--- src/rtl/calc_pkg.sv ---
// Shared types and constants for the calculator entry sequencer.
// Holds the state encoding, error codes and operator codes.
package calc_pkg;

   typedef enum logic [2:0] {
      S_A      = 3'd0,
      S_OP     = 3'd1,
      S_B      = 3'd2,
      S_EXEC   = 3'd3,
      S_RESULT = 3'd4,
      S_ERR    = 3'd5
   } calc_state_t;

   localparam logic [1:0] ERR_NONE    = 2'b00;
   localparam logic [1:0] ERR_ALU     = 2'b01;
   localparam logic [1:0] ERR_TIMEOUT = 2'b10;
   localparam logic [1:0] ERR_CHAIN   = 2'b11;

   localparam int OP_ADD = 0;
   localparam int OP_SUB = 1;
   localparam int OP_MUL = 2;
   localparam int OP_DIV = 3;

endpackage

--- src/rtl/calc_sequencer_key_sync_edge.sv ---
// Two-flop synchroniser and falling-edge pulse for an active-low key.
// Ports: i_clk, i_rst (async high), i_key_n (raw pin), o_press (1 cycle).
module key_sync_edge (
   input  logic i_clk,
   input  logic i_rst,
   input  logic i_key_n,
   output logic o_press
);

   logic r_s1;
   logic r_s2;
   logic r_prev;

   // All flops reset to 1 so a released key never looks like a press.
   always_ff @(posedge i_clk or posedge i_rst) begin
      if (i_rst) begin
         r_s1   <= 1'b1;
         r_s2   <= 1'b1;
         r_prev <= 1'b1;
      end else begin
         r_s1   <= i_key_n;
         r_s2   <= r_s1;
         r_prev <= r_s2;
      end
   end

   assign o_press = r_prev & ~r_s2;

endmodule

--- src/rtl/calc_sequencer.sv ---
// Operand entry and execution sequencer with ALU start/done handshake.
// Ports: switches/keys in, op_a/op_b/op_sel/alu_start to ALU, result/status out.
import calc_pkg::*;

module calc_sequencer #(
   parameter int WIDTH     = 18,
   parameter int RES_WIDTH = 27,
   parameter int OP_W      = 2,
   parameter int TIMEOUT   = 64
) (
   input  logic                 clk,
   input  logic                 rst,
   input  logic                 clr,
   input  logic [WIDTH-1:0]     sw_a,
   input  logic [WIDTH-1:0]     sw_b,
   input  logic [OP_W-1:0]      sw_op,
   input  logic                 key_a_n,
   input  logic                 key_op_n,
   input  logic                 key_b_n,
   input  logic                 chain_en,
   output logic [WIDTH-1:0]     op_a,
   output logic [WIDTH-1:0]     op_b,
   output logic [OP_W-1:0]      op_sel,
   output logic                 alu_start,
   input  logic                 alu_done,
   input  logic [RES_WIDTH-1:0] alu_result,
   input  logic                 alu_err,
   output logic [RES_WIDTH-1:0] result,
   output logic                 result_valid,
   output logic                 busy,
   output logic                 err,
   output logic [1:0]           err_code,
   output logic [2:0]           state_o
);

   localparam int CW = $clog2(TIMEOUT);
   localparam logic [CW-1:0] CNT_MAX = CW'(TIMEOUT - 1);

   calc_state_t          r_state;
   calc_state_t          w_next;
   logic [CW-1:0]        r_cnt;
   logic [WIDTH-1:0]     r_op_a;
   logic [WIDTH-1:0]     r_op_b;
   logic [OP_W-1:0]      r_op_sel;
   logic [RES_WIDTH-1:0] r_result;
   logic [1:0]           r_err_code;
   logic [1:0]           w_err_code;
   logic                 w_pa;
   logic                 w_po;
   logic                 w_pb;
   logic                 w_fit;
   logic [RES_WIDTH-WIDTH:0] w_hi;

   key_sync_edge u_key_a (
      .i_clk   (clk),
      .i_rst   (rst),
      .i_key_n (key_a_n),
      .o_press (w_pa)
   );

   key_sync_edge u_key_op (
      .i_clk   (clk),
      .i_rst   (rst),
      .i_key_n (key_op_n),
      .o_press (w_po)
   );

   key_sync_edge u_key_b (
      .i_clk   (clk),
      .i_rst   (rst),
      .i_key_n (key_b_n),
      .o_press (w_pb)
   );

   // Result fits signed WIDTH when all bits above the sign bit match it.
   assign w_hi  = r_result[RES_WIDTH-1:WIDTH-1];
   assign w_fit = (&w_hi) | ~(|w_hi);

   always_ff @(posedge clk or posedge rst) begin
      if (rst) begin
         r_state <= S_A;
      end else begin
         r_state <= w_next;
      end
   end

   always_comb begin
      w_next     = r_state;
      w_err_code = r_err_code;
      if (clr) begin
         w_next = S_A;
      end else begin
         unique case (r_state)
            S_A:      if (w_pa) w_next = S_OP;
            S_OP:     if (w_po) w_next = S_B;
            S_B:      if (w_pb) w_next = S_EXEC;
            S_EXEC: begin
               // A done in the final counted cycle beats the timeout.
               if (alu_done) begin
                  w_next = alu_err ? S_ERR : S_RESULT;
               end else if (r_cnt == CNT_MAX) begin
                  w_next = S_ERR;
               end
            end
            S_RESULT: begin
               if (w_pa) begin
                  w_next = S_A;
               end else if (w_po && chain_en) begin
                  w_next = w_fit ? S_OP : S_ERR;
               end
            end
            S_ERR:    if (w_pa) w_next = S_A;
            default:  w_next = S_A;
         endcase
      end
      // The code is only non-zero while in S_ERR; latch the cause on entry.
      if (w_next != S_ERR) begin
         w_err_code = ERR_NONE;
      end else if (r_state != S_ERR) begin
         if (r_state == S_EXEC) begin
            w_err_code = alu_done ? ERR_ALU : ERR_TIMEOUT;
         end else begin
            w_err_code = ERR_CHAIN;
         end
      end
   end

   always_ff @(posedge clk or posedge rst) begin
      if (rst) begin
         r_cnt      <= '0;
         r_op_a     <= '0;
         r_op_b     <= '0;
         r_op_sel   <= '0;
         r_result   <= '0;
         r_err_code <= ERR_NONE;
      end else begin
         if (r_state == S_EXEC) begin
            r_cnt <= r_cnt + 1'b1;
         end else begin
            r_cnt <= '0;
         end
         if (r_state == S_A) begin
            r_op_a <= sw_a;
         end else if (r_state == S_RESULT && w_next == S_OP) begin
            r_op_a <= r_result[WIDTH-1:0];
         end
         if (r_state == S_OP) r_op_sel <= sw_op;
         if (r_state == S_B)  r_op_b   <= sw_b;
         if (r_state == S_EXEC && w_next == S_RESULT) begin
            r_result <= alu_result;
         end
         r_err_code <= w_err_code;
      end
   end

   always_comb begin
      alu_start    = 1'b0;
      busy         = 1'b0;
      result_valid = 1'b0;
      err          = 1'b0;
      unique case (r_state)
         S_EXEC: begin
            busy      = 1'b1;
            alu_start = (r_cnt == '0);
         end
         S_RESULT: result_valid = 1'b1;
         S_ERR:    err          = 1'b1;
         default:  ;
      endcase
   end

   assign op_a     = r_op_a;
   assign op_b     = r_op_b;
   assign op_sel   = r_op_sel;
   assign result   = r_result;
   assign err_code = r_err_code;
   assign state_o  = r_state;

endmodule

--- config.mk ---
export PLATFORM = sky130hd
export DESIGN_NAME = calc_sequencer
export DESIGN_NICKNAME = d
export VERILOG_FILES = /design/src/rtl/calc_pkg.sv /design/src/rtl/calc_sequencer_key_sync_edge.sv /design/src/rtl/calc_sequencer.sv
export SDC_FILE = /design/constraint.sdc
export NUM_CORES = 1
export LEC_CHECK = 0
export CORE_MARGIN = 2
export CORE_UTILIZATION = 39
export DETAILED_ROUTE_END_ITERATION = 10
export PLACE_DENSITY = 0.73
export SYNTH_ARGS = -nofsm -noshare
export SYNTH_HDL_FRONTEND = slang
export SYNTH_SLANG_ARGS = --single-unit
--- constraint.sdc ---
create_clock -name clk -period 2.4 [get_ports clk]
set_input_delay 0.36 -clock clk [delete_from_list [all_inputs] [get_ports clk]]
set_output_delay 0.36 -clock clk [all_outputs]
set_load 0.01 [all_outputs]
==> flow_summary_export.csv <==
group,metric,value,unit
status,run_status,"finished, final reports clean",
placement,dp_hpwl,6180,microns
cells_and_area,drive_gt1_frac,0.263,
power,sw_frac_of_total,0.241,
placement,dp_slack,-0.00802,ns
drt,drc,0,
sta,rsz0062_at_grt,"no",
worst_setup_path,worstSetupPathType,"reg -> out",
logic_synthesis,synth-edff-count,0,
global_route,grt_pass1_wl,13800,microns
power,seq_power_share,0.465,
power,net-switching-power,0.889,mW
drt,vias_per_cell,4.78,
cells_and_area,final_util,0.616,
logic_synthesis,yosysWarnings,0,
power,p_total,3.68,mW
sta,hold_viol,0,
power,irDropWorstVdd,0.000325,V
power,p_int,2.79,mW
cells_and_area,antenna_cells,0,
global_route,track_usage,0.171,
clock_network,cts_tree,"done",
sta,drv_slew,0,
logic_synthesis,syn_nets,336,
worst_setup_path,worstSetupStartpoint,"state_o[1]$_DFF_PP0_",
die,core,0.00924,sq mm
drt,drt_wl_total,8600,microns
clock_network,cts-root-buf,"clkbuf_8",
placement,globalplace.congestion,0.878,
logic_synthesis,synthCells,260,
drt,vias,2674,
sta,post-route-period-util,0.928,
sta,fmax,449,MHz
worst_setup_path,timing.rr.start,"u_key_op.r_s2$_DFF_PP1_",
min_path,hp-class,"reg -> reg",
job,maxCapViolations,0,
logic_synthesis,syn_avg_cell_area,14.3,sq um
cells_and_area,final_cell_mix,"clkdlybuf4s50_1, dfrtp_1, mux2_2",
worst_setup_path,r2r_end,"result[26]$_DFFE_PP0P_",
worst_setup_path,rrSetupSlack,0.25,ns
logic_synthesis,synth_flop_cell,"dfrtp_1",
drt,routedWlPerCell,15.4,microns
clock_network,clk_pin_slew,0.09,ns
global_route,grt_pass1_vias,2810,
placement,placedCellCount,542,
min_path,whs_path_depth,0,
placement,port_buffers,147,
die,die_area,0.0104,sq mm
worst_setup_path,worstSetupEndpointType,"output port",
power,p_per_area,646,mW/mm^2
sta,finalCriticalPeriod,2.23,ns
global_route,grt_max_degree,86,
sta,timing.slew.headroom,0.691,
worst_setup_path,slowest_stage,"clkdlybuf4s50_1",
worst_setup_path,crit_arrival,1.87,ns
drt,drtIter0Drc,40,
worst_setup_path,setup.worst_path.start_class,"register",
min_path,worstHoldStart,"u_key_a.r_s1$_DFF_PP1_",
drt,ant_nets,0,
die,io_pins,148,
worst_setup_path,cpPeakStageDelay,0.61,ns
cells_and_area,instances_no_fill,559,
clock_network,cts_buffers,9,
global_route,gr-total-overflow,0,
die,start_util,0.403,
die,die_h,102,microns
cells_and_area,area_delta_synth_final,52.8,%
logic_synthesis,yosys.cell_types.count,49,
worst_setup_path,r2r_cells,6,
cells_and_area,nNetsFinal,501,
min_path,min_to,"u_key_a.r_s2$_DFF_PP1_",
worst_setup_path,crit_required,2.04,ns
worst_setup_path,cp_cell_sequence,"nor3_1 > clkdlybuf4s50_1",
die,die_w,102,microns
logic_synthesis,syn-cell-area,0.00373,sq mm
sta,fin_skew,0.0166,ns
logic_synthesis,synthArstFlopShare,1.00,
logic_synthesis,ys_seq_area_frac,0.574,
global_route,grt_antenna_before_repair,0,
worst_setup_path,crit_fanout,15,
logic_synthesis,ys_ff_latch,85,
sta,setup_violations,0,
sta,setup_slack,0.173,ns
clock_network,insertion_delay,0.35,ns
drt,firstDrtPassIters,4,
cells_and_area,n_fill_cell,752,
power,pwr-share-comb,0.236,
power,clkPwrFrac,0.299,
clock_network,clk_path_buf_depth,2,
clock_network,clock_sinks,85,
die,rows,35,
sta,worstMarginPinSlew,0.464,ns
power,power_leakage,2.47,nW
cells_and_area,final_common_cell,"clkdlybuf4s50_1",
clock_network,cts-htree-levels,3,
cells in the mapped netlist (2+ instances only):
| library cell | instances | area, sq um |
|---|---|---|
| nand4_1 | 5 | 31.3 |
| nand4b_1 | 3 | 26.3 |
| mux2_4 | 9 | 135 |
| dfrtp_1 | 76 | 1900 |
| ha_1 | 2 | 25.0 |
| dfstp_2 | 9 | 236 |
| nor3b_1 | 2 | 15.0 |
| buf_2 | 4 | 20.0 |
| nor2_1 | 9 | 33.8 |
| a32oi_1 | 2 | 17.5 |
| and2_1 | 2 | 12.5 |
| nor3_1 | 5 | 25.0 |
| mux2_2 | 52 | 586 |
| nand2_1 | 6 | 22.5 |
| mux2_1 | 20 | 225 |
| inv_1 | 11 | 41.3 |
| o21ai_0 | 2 | 10.0 |
| nand2b_1 | 3 | 18.8 |
| nand3_1 | 3 | 15.0 |
| a31oi_1 | 2 | 12.5 |
| nor4_1 | 2 | 12.5 |
| xor2_1 | 3 | 26.3 |
| buf_6 | 2 | 22.5 |
kinds of logic after synthesis:
group / count (synthesis) / share of synthesized area
AO/OA/AOI/OAI: 19 / 0.0467
XOR/XNOR: 4 / 0.00940
adder cells (fa/ha/maj): 2 / 0.00671
buffers and inverters: 20 / 0.0265
flip-flops: 85 / 0.574
multiplexers: 81 / 0.254
AND/OR/NAND/NOR: 49 / 0.0833
layer usage:
| layer | vias to the layer above | part of all wire | global-route usage | routed length [microns] |
|---|---|---|---|---|
| li1 | 1272 | - | - | - |
| met1 | 1288 | 0.44 | 0.223 | 3780 |
| met2 | 102 | 0.47 | 0.272 | 4070 |
| met3 | 12 | 0.072 | 0.0538 | 623 |
| met4 | 0 | 0.014 | 0.0572 | 122 |
| met5 | - | 0 | 0 | 0 |
final cells by class:
type,count,area (sq um),share of cell area
Clock inverter,5,83.8,0.0147
Timing Repair Buffer,163,1640,0.287
Inverter,11,45.0,0.00791
Sequential cell,85,2140,0.376
Multi-Input combinational cell,155,1500,0.263
Clock buffer,11,131,0.0231
Tap cell,129,161,0.0283
timing repair:
action / CTS / global route
hold buffers: 0 / 0
setup endpoints to repair: 1 / 31
gates resized for setup: 1 / 5
buffers inserted: 0 / 1
worst max-delay path, delay by kind of cell, from the launching register on:
| kind | cells | cell delay [ns] |
|---|---|---|
| buf+inv | 1 | 0.61 |
| simple gates | 1 | 0.39 |
| flops | 1 | 0.52 |
state kept, by name (all words and copies together) (netlist names), 2 cells and up:
register	count
state_o	3
op_a	18
op_b	18
r_cnt	6
err_code	2
op_sel	2
result	27
how the worst max path moves through the flow:
stage,endpoint,slack (ns),cells past startpoint
after global routing,result[25]$_DFFE_PP0P_,0.04,6
final,result_valid,0.17,2
after global placement,result[20]$_DFFE_PP0P_,0.03,7
after CTS,alu_start,0.04,5
after detailed placement,result[11]$_DFFE_PP0P_,-0.008,7
after floorplan,result[10]$_DFFE_PP0P_,0.22,7
per-stage QoR:
stage	area [sq um]	TNS, ns	hold WS, ns
floorplan	3730	0	0.345
global placement	5470	0	0.346
detailed placement	5470	-0.0387	0.347
CTS	5690	0	0.350
global route	5690	0	0.353
finish	5690	0	0.350
power groups by stage:
| stage | clock network, mW | registers, mW | logic [mW] |
|---|---|---|---|
| 3_5_place_dp | 0 | 1.74 | 0.880 |
| 3_3_place_gp | 0 | 1.73 | 0.867 |
| 2_1_floorplan | 0 | 1.82 | 0.266 |
| 5_1_grt | 1.21 | 1.74 | 0.933 |
| 4_1_cts | 1.14 | 1.72 | 0.882 |
| 6_report | 1.10 | 1.71 | 0.869 |
Note: power is estimated with default switching activity, not from simulation.
